`config.mk`:
```
export PLATFORM = sky130hd
export DESIGN_NAME = ot_receiver_core
export DESIGN_NICKNAME = d
export VERILOG_FILES = /design/src/rtl/ot_receiver_core.sv
export SDC_FILE = /design/constraint.sdc
export NUM_CORES = 2
export LEC_CHECK = 0
export BUFFER_PORTS_ARGS = -buffer_cell sky130_fd_sc_hd__buf_4
export CAP_MARGIN = 20
export CORE_ASPECT_RATIO = 2
export CORE_MARGIN = 3
export CORE_UTILIZATION = 40
export DETAILED_ROUTE_END_ITERATION = 10
export GPL_TIMING_DRIVEN = 0
export HOLD_SLACK_MARGIN = 0.05
export SYNTH_ARGS = -nofsm -noshare
export SYNTH_HDL_FRONTEND = slang
export SYNTH_SLANG_ARGS = --single-unit
```
`constraint.sdc`:
```
create_clock -name clk -period 7.4 [get_ports clk]
set_input_delay 0.37 -clock clk [delete_from_list [all_inputs] [get_ports clk]]
set_output_delay 0.37 -clock clk [all_outputs]
set_load 0.005 [all_outputs]
```
`src/rtl/ot_receiver_core.sv`:
```
// ot_receiver_core -- receiver side of a 1-of-2 oblivious transfer.
//
// Flow: take the sender's public key (N, e) and the two random values x0, x1
// over the inbound byte stream, blind the choice as v = (x_b + k^e) mod N,
// send v back, take the two packed messages m'0, m'1, and recover
// m_b = (m'_b - k) mod N. All words are W bits, moved W/8 bytes LSB first.
//
// Ports:
//   clk, rstn            clock, asynchronous active-low reset
//   start, choice        start pulse (ignored while busy), selection bit b
//   rand_k               blinding value k, sampled on start
//   rx_valid/ready/data  inbound byte stream
//   tx_valid/ready/data  outbound byte stream
//   busy                 high from accepted start until done or error
//   done, error          one-cycle pulses (error: received N < 2)
//   message_out          recovered m_b, held until the next done

// Modular multiply engine: interleaved shift-add, a scanned MSB first,
// r kept below N after every step. go may be issued in the same cycle that
// fin is high, so back-to-back products cost exactly W cycles each.
// Requires b < N.
module ot_modmul #(
  parameter int W = 32
) (
  input  logic         clk,
  input  logic         rstn,
  input  logic         go,
  input  logic [W-1:0] a,
  input  logic [W-1:0] b,
  input  logic [W-1:0] n,
  output logic [W-1:0] res,
  output logic         fin
);
  localparam int CW = $clog2(W);

  logic          act;
  logic [CW-1:0] cnt;
  logic [W-1:0]  a_sh, b_l;

  // One step: r' = (2r + ai*b) mod N. 2r < 2N and r2 + b < 2N, so a single
  // conditional subtract after each add suffices; W+2 bits never overflow.
  function automatic logic [W-1:0] step(input logic [W-1:0] r, input logic ai,
                                        input logic [W-1:0] bb, input logic [W-1:0] nn);
    logic [W+1:0] t, nx;
    nx = {2'b00, nn};
    t  = {1'b0, r, 1'b0};
    if (t >= nx) t = t - nx;
    if (ai) t = t + {2'b00, bb};
    if (t >= nx) t = t - nx;
    return t[W-1:0];
  endfunction

  always_ff @(posedge clk or negedge rstn) begin
    if (!rstn) begin
      act  <= 1'b0;
      cnt  <= '0;
      a_sh <= '0;
      b_l  <= '0;
      res  <= '0;
      fin  <= 1'b0;
    end else begin
      fin <= 1'b0;
      if (go) begin
        // First step is done in the launch cycle.
        res  <= step({W{1'b0}}, a[W-1], b, n);
        a_sh <= a << 1;
        b_l  <= b;
        cnt  <= CW'(1);
        act  <= 1'b1;
      end else if (act) begin
        res  <= step(res, a_sh[W-1], b_l, n);
        a_sh <= a_sh << 1;
        cnt  <= cnt + 1'b1;
        if (cnt == CW'(W-1)) begin
          act <= 1'b0;
          fin <= 1'b1;
        end
      end
    end
  end
endmodule

module ot_receiver_core #(
  parameter int W = 32
) (
  input  logic         clk,
  input  logic         rstn,
  input  logic         start,
  input  logic         choice,
  input  logic [W-1:0] rand_k,
  input  logic         rx_valid,
  output logic         rx_ready,
  input  logic [7:0]   rx_data,
  output logic         tx_valid,
  input  logic         tx_ready,
  output logic [7:0]   tx_data,
  output logic         busy,
  output logic         done,
  output logic         error,
  output logic [W-1:0] message_out
);
  localparam int NB    = W / 8;
  localparam int PUB_B = 4 * NB;
  localparam int MSG_B = 2 * NB;
  localparam int BCW   = $clog2(PUB_B);
  localparam int TCW   = (NB > 1) ? $clog2(NB) : 1;
  localparam int IW    = $clog2(W);

  typedef enum logic [3:0] {
    S_IDLE, S_RX_PUB, S_RED, S_EXP, S_ADD, S_TX_V, S_RX_MSG, S_UNBLIND, S_FIN
  } st_t;

  st_t            st;
  logic           choice_l, kick, ph;
  logic [W-1:0]   k_l, kr, xr, acc, m_res, tx_sh;
  logic [4*W-1:0] pub;      // {x1, x0, e, N}, filled LSB byte first
  logic [2*W-1:0] msg;      // {m'1, m'0}
  logic [BCW-1:0] rx_cnt;
  logic [TCW-1:0] tx_cnt;
  logic [IW-1:0]  bit_idx;

  logic [W-1:0] key_n, key_e, xb, n_next, mb;
  logic [W:0]   v_sum;
  logic         rx_fire, tx_fire;

  logic         mm_go, mm_fin;
  logic [W-1:0] mm_a, mm_b, mm_res;

  assign key_n   = pub[W-1:0];
  assign key_e   = pub[2*W-1:W];
  assign xb      = choice_l ? pub[4*W-1:3*W] : pub[3*W-1:2*W];
  assign n_next  = pub[W+7:8];   // N as it will sit after the current byte shifts in
  assign mb      = choice_l ? msg[2*W-1:W] : msg[W-1:0];
  assign rx_fire = rx_valid && rx_ready;
  assign tx_fire = tx_valid && tx_ready;

  always_comb begin
    v_sum = {1'b0, xr} + {1'b0, acc};
    if (v_sum >= {1'b0, key_n}) v_sum = v_sum - {1'b0, key_n};
  end

  // Launch decisions for the multiplier. Next operands come straight from
  // mm_res so a new product starts in the cycle the previous one finishes.
  always_comb begin
    mm_go = 1'b0;
    mm_a  = acc;
    mm_b  = acc;
    case (st)
      S_RED: begin
        if (kick) begin
          mm_go = 1'b1; mm_a = k_l; mm_b = W'(1);
        end else if (mm_fin && !ph) begin
          mm_go = 1'b1; mm_a = xb;  mm_b = W'(1);
        end else if (mm_fin && ph) begin
          // first square of the exponentiation: acc = 1
          mm_go = 1'b1; mm_a = W'(1); mm_b = W'(1);
        end
      end
      S_EXP: begin
        if (mm_fin) begin
          if (!ph && key_e[bit_idx]) begin
            mm_go = 1'b1; mm_a = mm_res; mm_b = kr;
          end else if (bit_idx != '0) begin
            mm_go = 1'b1; mm_a = mm_res; mm_b = mm_res;
          end
        end
      end
      default: ;
    endcase
  end

  ot_modmul #(.W(W)) u_mm (
    .clk(clk), .rstn(rstn), .go(mm_go), .a(mm_a), .b(mm_b), .n(key_n),
    .res(mm_res), .fin(mm_fin)
  );

  always_ff @(posedge clk or negedge rstn) begin
    if (!rstn) begin
      st          <= S_IDLE;
      choice_l    <= 1'b0;
      kick        <= 1'b0;
      ph          <= 1'b0;
      k_l         <= '0;
      kr          <= '0;
      xr          <= '0;
      acc         <= '0;
      m_res       <= '0;
      tx_sh       <= '0;
      pub         <= '0;
      msg         <= '0;
      rx_cnt      <= '0;
      tx_cnt      <= '0;
      bit_idx     <= '0;
      rx_ready    <= 1'b0;
      tx_valid    <= 1'b0;
      tx_data     <= '0;
      busy        <= 1'b0;
      done        <= 1'b0;
      error       <= 1'b0;
      message_out <= '0;
    end else begin
      done  <= 1'b0;
      error <= 1'b0;
      case (st)
        S_IDLE: begin
          // done is high in the first IDLE cycle; a start there is dropped
          if (start && !done) begin
            choice_l <= choice;
            k_l      <= rand_k;
            busy     <= 1'b1;
            rx_ready <= 1'b1;
            rx_cnt   <= '0;
            st       <= S_RX_PUB;
          end
        end
        S_RX_PUB: begin
          if (rx_fire) begin
            pub    <= {rx_data, pub[4*W-1:8]};
            rx_cnt <= rx_cnt + 1'b1;
            if (rx_cnt == BCW'(PUB_B-1)) begin
              rx_ready <= 1'b0;
              if (n_next[W-1:1] == '0) begin
                error <= 1'b1;
                busy  <= 1'b0;
                st    <= S_IDLE;
              end else begin
                kick <= 1'b1;
                ph   <= 1'b0;
                st   <= S_RED;
              end
            end
          end
        end
        S_RED: begin
          if (kick) begin
            kick <= 1'b0;
          end else if (mm_fin && !ph) begin
            kr <= mm_res;
            ph <= 1'b1;
          end else if (mm_fin && ph) begin
            xr      <= mm_res;
            acc     <= W'(1);
            ph      <= 1'b0;
            bit_idx <= IW'(W-1);
            st      <= S_EXP;
          end
        end
        S_EXP: begin
          // ph=0: a square just finished; ph=1: a multiply by kr finished
          if (mm_fin) begin
            acc <= mm_res;
            if (!ph && key_e[bit_idx]) begin
              ph <= 1'b1;
            end else begin
              ph <= 1'b0;
              if (bit_idx == '0) st <= S_ADD;
              else bit_idx <= bit_idx - 1'b1;
            end
          end
        end
        S_ADD: begin
          tx_data  <= v_sum[7:0];
          tx_sh    <= v_sum[W-1:0] >> 8;
          tx_valid <= 1'b1;
          tx_cnt   <= '0;
          st       <= S_TX_V;
        end
        S_TX_V: begin
          if (tx_fire) begin
            if (tx_cnt == TCW'(NB-1)) begin
              tx_valid <= 1'b0;
              rx_ready <= 1'b1;
              rx_cnt   <= '0;
              st       <= S_RX_MSG;
            end else begin
              tx_cnt  <= tx_cnt + 1'b1;
              tx_data <= tx_sh[7:0];
              tx_sh   <= tx_sh >> 8;
            end
          end
        end
        S_RX_MSG: begin
          if (rx_fire) begin
            msg    <= {rx_data, msg[2*W-1:8]};
            rx_cnt <= rx_cnt + 1'b1;
            if (rx_cnt == BCW'(MSG_B-1)) begin
              rx_ready <= 1'b0;
              st       <= S_UNBLIND;
            end
          end
        end
        S_UNBLIND: begin
          // m'_b < N is trusted; the wrapped difference lands back in [0, N)
          m_res <= (mb >= kr) ? (mb - kr) : (mb - kr + key_n);
          st    <= S_FIN;
        end
        S_FIN: begin
          message_out <= m_res;
          done        <= 1'b1;
          busy        <= 1'b0;
          st          <= S_IDLE;
        end
        default: st <= S_IDLE;
      endcase
    end
  end
endmodule
```
# Word level (Yosys, flattened, before mapping)
# Cells that the tools add are included.
[totals]
reg_bits = 550
[classes]
n_addsub = 14
order_cmp = 7
n_eq_ne = 31
mux = 122
bitwise_logic = 2
n_reduce_logical = 36
[op_table]
columns = ["op", "count"]
rows = [
  ["$mux W32", 25],
  ["$mux W34", 10],
  ["$pmux W32 S2", 4],
  ["$sub A32 B32 Y32", 4],
  ["$add A34 B32 Y34", 2],
  ["$ge A34 B32 Y1", 2],
  ["$mux W4", 17],
  ["$ge A33 B32 Y1", 2],
  ["$mux W1", 41],
  ["$mux W5", 8],
  ["$sub A33 B32 Y34", 1],
  ["$add A32 B32 Y33", 1],
  ["$sub A1 B32 Y33 const A", 1],
  ["$add A32 B32 Y32", 1],
  ["$ge A1 B32 Y1 const A", 1],
  ["$ge A32 B32 Y1", 1],
  ["$ne A2 B2 Y1 const B", 16],
  ["$pmux W4 S8", 1],
  ["$logic_not A31 Y1", 1],
  ["$eq A4 B3 Y1 const B", 5],
  ["$mux W8", 2],
  ["$pmux W8 S2", 1],
  ["$reduce_and A7 Y1", 2],
  ["$reduce_and A13 Y1", 1],
  ["35 further kinds", 62],
]

# Longest topological paths before layout
[logic_depth]
depth_word = 15
mapped_depth = 39
mapped_depth_nobuf = 35

# Modules after synthesis
# Synthesis repeated with hierarchy kept, for this count alone.
[unflattened]
cells_unflattened = 4482
hier_area_um2 = 41407.2
[modules_own_cells]
columns = ["mod", "instances", "cells_each", "area_each_um2"]
rows = [
  ["ot_receiver_core", 1, 2593, 26549.2],
  ["ot_modmul", 1, 1889, 14858.0],
]

# Least setup slack after synthesis
# OpenSTA, ideal clock, no wires.
[synth_path]
path_kind = "reg-to-reg"
startpoint = "reg pub[1]"
endpoint = "reg u_mm.res[18]"
setup_time_ps = 135
arrival_time_ps = 7273
t_required_ps = 7265
path_slack_ps = -8
path_stages_with_launch = 35
path_buffers = 4
path_cell_list = "dfrtp_1 inv_1 fa_1 a211oi_1 o211ai_1 and4bb_1 o21ai_0 a211o_1 and2_1 buf_2 buf_1 nand2_1 o31a_1 inv_1 ha_1 o211ai_1 a21oi_1 o41a_1 a21oi_1 o21bai_1 a221o_1 xor2_1 mux2_2 ha_1 nand3_1 or4_1 o2111a_1 o21ai_0 nand2_1 o2111ai_1 o21ai_2 buf_4 buf_4 a211oi_1 o22ai_1"
[synth_between]
elab_chain_cells = 12
word_cells_on_any_way = 24
classes_between = "add/sub: 6; order compare: 4; mux: 14"
[synth_lines]
columns = ["item", "line_no", "text"]
rows = [
  ["start, declared", "116", "logic [4*W-1:0] pub;"],
  ["start signal, assigned", "218", "pub <= {rx_data, pub[4*W-1:8]};"],
  ["$sub A33 B32 Y34 or $ge A33 B32 Y1 (tied branches)", "47", "if (t >= nx) t = t - nx;"],
  ["$mux W34", "47", ""],
  ["$mux W34", "70", "end else if (act) begin"],
  ["$mux W34", "63", "if (go) begin"],
  ["$add A34 B32 Y34", "48", "if (ai) t = t + {2'b00, bb};"],
  ["$mux W34", "48", ""],
  ["$mux W34", "70", ""],
  ["$mux W34", "63", ""],
  ["$sub A32 B32 Y32 or $ge A34 B32 Y1 (tied branches)", "49", "if (t >= nx) t = t - nx;"],
  ["$mux W32", "49", ""],
  ["$mux W32", "70", ""],
  ["$mux W32 (*)", "63", ""],
  ["end signal, assigned", "65", "res <= step({W{1'b0}}, a[W-1], b, n);"],
  ["end signal, assigned", "71", "res <= step(res, a_sh[W-1], b_l, n);"],
  ["end, declared", "31", "output logic [W-1:0] res,"],
]
# Every way passes the cells marked *; elsewhere a longest branch is shown, timed or not. The select of a mux whose other input is x is not followed.
# A chain may end at the register's enable or synchronous reset.

# Worst setup path after layout
[layout_path]
startpoint = "reg pub[10]"
endpoint = "reg u_mm.res[2]"
[layout_between]
elab_chain_cells = 12
word_cells_on_any_way = 24
classes_between = "add/sub: 6; order compare: 4; mux: 14"
[layout_lines]
columns = ["item", "line_no"]
rows = [
  ["$sub A33 B32 Y34 or $ge A33 B32 Y1 (tied branches)", "47"],
  ["$mux W34", "47"],
  ["$mux W34", "70"],
  ["$mux W34", "63"],
  ["$add A34 B32 Y34", "48"],
  ["$mux W34", "48"],
  ["$mux W34", "70"],
  ["$mux W34", "63"],
  ["$ge A34 B32 Y1 or $sub A32 B32 Y32 (tied branches)", "49"],
  ["$mux W32", "49"],
  ["$mux W32", "70"],
  ["$mux W32 (*)", "63"],
]
# Marked as above.

==> results.yml <==
outcome:
  status: "finished with violations"
  violations: "setup timing"
sta:
  final-setup-viol-count: 32
  skew_ns: 0.0430
  whs_ns: 0.271
  worst_pin_slew_ns: 1.28
  hold_viol_final: 0
  fmax_mhz: 124
  finalMaxSlewViolations: 0
  postLayoutSetupSlackWorst_ns: -0.657
  fin_setup_tns_ns: -17.00
  rsz0062_at_grt: "true"
  period_needed_ns: 8.06
  period_share: 1.09
  max_slew_margin: 0.145
cts:
  cts_sinks: 541
  worst_skew_pair.late_latency_ns: 0.68
  cts.clk_slew.worst_paths_ns: 0.07
  cts_tree: "done"
  htree_levels: 2
  cts_made_buffers: 52
  cts_buffer_depth: 3
  cts_root_buf: "clkbuf_16"
logic_synthesis:
  synthCells: 4513
  seq_area_frac_synth: 0.333
  async_flop_share: 1.00
  netlist_area_sq_um: 40700
  synth_ff_type: "dfrtp_1"
  ys_seq_elements: 541
  synth_edf_count: 0
  syn-num-nets: 4861
  avgSynthCellArea_sq_um: 9.02
  synth.distinct_cells: 102
  ys_warn_count: 0
layout:
  multi_input_area_sq_um: 27400
  fin_cells: 6276
  post-route-util: 0.493
  mostFrequentLayoutCells: "dfrtp_1 (480), a21oi_1 (361), nor2_1 (353)"
  nFillCells: 9628
  regArea_sq_um: 13600
  syn2layout_area_growth_pct: 21.4
  final_common_cell: "dfrtp_1"
  nets: 5241
  drive_gt1_frac: 0.234
power_and_ir_drop:
  power_frac_clock: 0.163
  power_switching_mw: 8.30
  p_comb_frac: 0.611
  pwr-share-seq: 0.226
  switching_share: 0.464
  intPower_mw: 9.59
  p_leak_nw: 22.9
  power_density_nw_per_um2: 362
  max-vdd-ir-drop_v: 0.000264
route:
  firstDrtPassIters: 7
  num_vias: 38900
  drt_iter0_drc: 2855
  drt-total-wl_um: 201000
  drt-vias-per-instance: 6.20
  drc: 0
  wl_per_cell_um: 32.1
  antenna_left: 0
placement:
  dpl.hpwl_um: 155000
  pre_cts_ws_ns: -4.15
  place_congestion: 1.05
  dp_cells: 5943
  port_buffers: 90
global_route:
  gr-usage-all-layers: 0.372
  grt-ovfl-total: 0
  grt_max_degree: 119
  grt_pass1_wl_um: 280000
  grt_pass1_vias: 39700
  grt_antenna_before_repair: 18
critical_path:
  cp_data_required_time_ns: 7.99
  start_kind: "register"
  cp.arrival_ns: 8.64
  criticalPathCategory: "register to register"
  cp_common_cell: "buf_12"
  max_stage_delay_ns: 0.51
  slowest_stage: "or4_1"
  path_max_fanout: 6
  cp-end-kind: "register"
worst_hold_path:
  hp-class: "input port to register"
die:
  die_area_sq_um: 106000
  die_w_um: 232
  ios: 91
  start_util: 0.406
  core-area_sq_um: 100000
  die_y_um: 457
  rows: 164
job:
  maxCapViolations: 0
-- power groups by stage --
stage	Sequential [mW]	Combinational [mW]	Clock, mW
2_1_floorplan	3.80	5.92	0
3_3_place_gp	4.05	8.66	0
3_5_place_dp	4.07	8.71	0
4_1_cts	4.03	10.3	2.94
5_1_grt	4.09	11.5	3.04
6_report	4.04	10.9	2.91
-- what timing repair did --
| action | in CTS | in global routing |
|---|---|---|
| setup endpoints to repair | 47 | 50 |
| resized for setup | 497 | 81 |
| pin swaps | 102 | 50 |
| buffers inserted | 156 | 31 |
| hold endpoints to repair | 145 | 0 |
| hold buffers | 43 | 0 |
| gates cloned | 1 | 0 |
-- logic make-up after synthesis --
kind of cell / synth area share
AOI/OAI and AO/OA: 0.227
xor gates and xnor gates: 0.0506
adders and majority gates: 0.0945
buffers and inverters: 0.0368
DFF: 0.333
muxes: 0.127
and+or+nand+nor: 0.132
-- registers in the layout (all words and copies together) (netlist names), 31 cells and up --
name,count
pub,128
message_out,32
u_mm.a_sh,31
xr,32
u_mm.b_l,32
acc,32
kr,32
m_res,32
k_l,32
msg,64
u_mm.res,32
-- critical path, delay by kind of cell, from the launching register on --
family,cells,cell delay (ns)
AOI/OAI and AO/OA,14,2.67
DFF,1,0.39
buffers and inverters,12,1.77
adders and majority gates,3,0.88
muxes,1,0.30
xor gates and xnor gates,1,0.16
and+or+nand+nor,8,1.76
-- synthesized netlist by cell type (all sizes together) (82+ instances only) --
master | count | area share
nor2 | 359 | 0.033
inv | 154 | 0.014
ha | 293 | 0.090
xor2 | 87 | 0.019
clkbuf | 177 | 0.016
mux2i | 125 | 0.031
a21oi | 409 | 0.050
nor2b | 82 | 0.013
nand2 | 354 | 0.033
a21o | 129 | 0.024
o21ai | 390 | 0.048
xnor2 | 148 | 0.032
dfrtp | 541 | 0.33
mux2 | 328 | 0.091
-- metal layers --
layer	up-vias	track usage	share of wire
met5	-	0	0.00026
met4	8	0.427	0.14
met3	869	0.0947	0.071
met2	1686	0.635	0.48
met1	19000	0.331	0.30
li1	17300	-	-
-- stage by stage --
step                      cell area (sq um)  power [mW]
after floorplan                       40700        9.72
after global placement                43000        12.7
after detailed placement              43300        12.8
after CTS                             48700        17.3
after global routing                  49400        18.6
final                                 49400        17.9
-- area by class of cell --
| type | instances | area share |
|---|---|---|
| Antenna cell | 14 | 0.000709 |
| Buffer | 212 | 0.0229 |
| Clock buffer | 66 | 0.0292 |
| Clock inverter | 29 | 0.00762 |
| Inverter | 154 | 0.0142 |
| Multi-Input combinational cell | 3596 | 0.554 |
| Sequential cell | 541 | 0.276 |
| Tap cell | 1328 | 0.0336 |
| Timing Repair Buffer | 336 | 0.0612 |
-- path summary, 6_finish.rpt --
kind                                from     endpoint  slack (ns)  cells after the start
worst max-delay path             pub[10]  u_mm.res[2]       -0.66                     39
worst min-delay path            rx_valid           ph        0.27                      5
worst max register to register   pub[10]  u_mm.res[2]       -0.66                     39
worst min register to register  m_res[7]     m_res[7]        0.48                      2
max in group asynchronous           rstn        xr[8]        4.85                      6
min in group asynchronous           rstn      msg[46]        0.33                      2
Power figures use the tool's default switching activity.
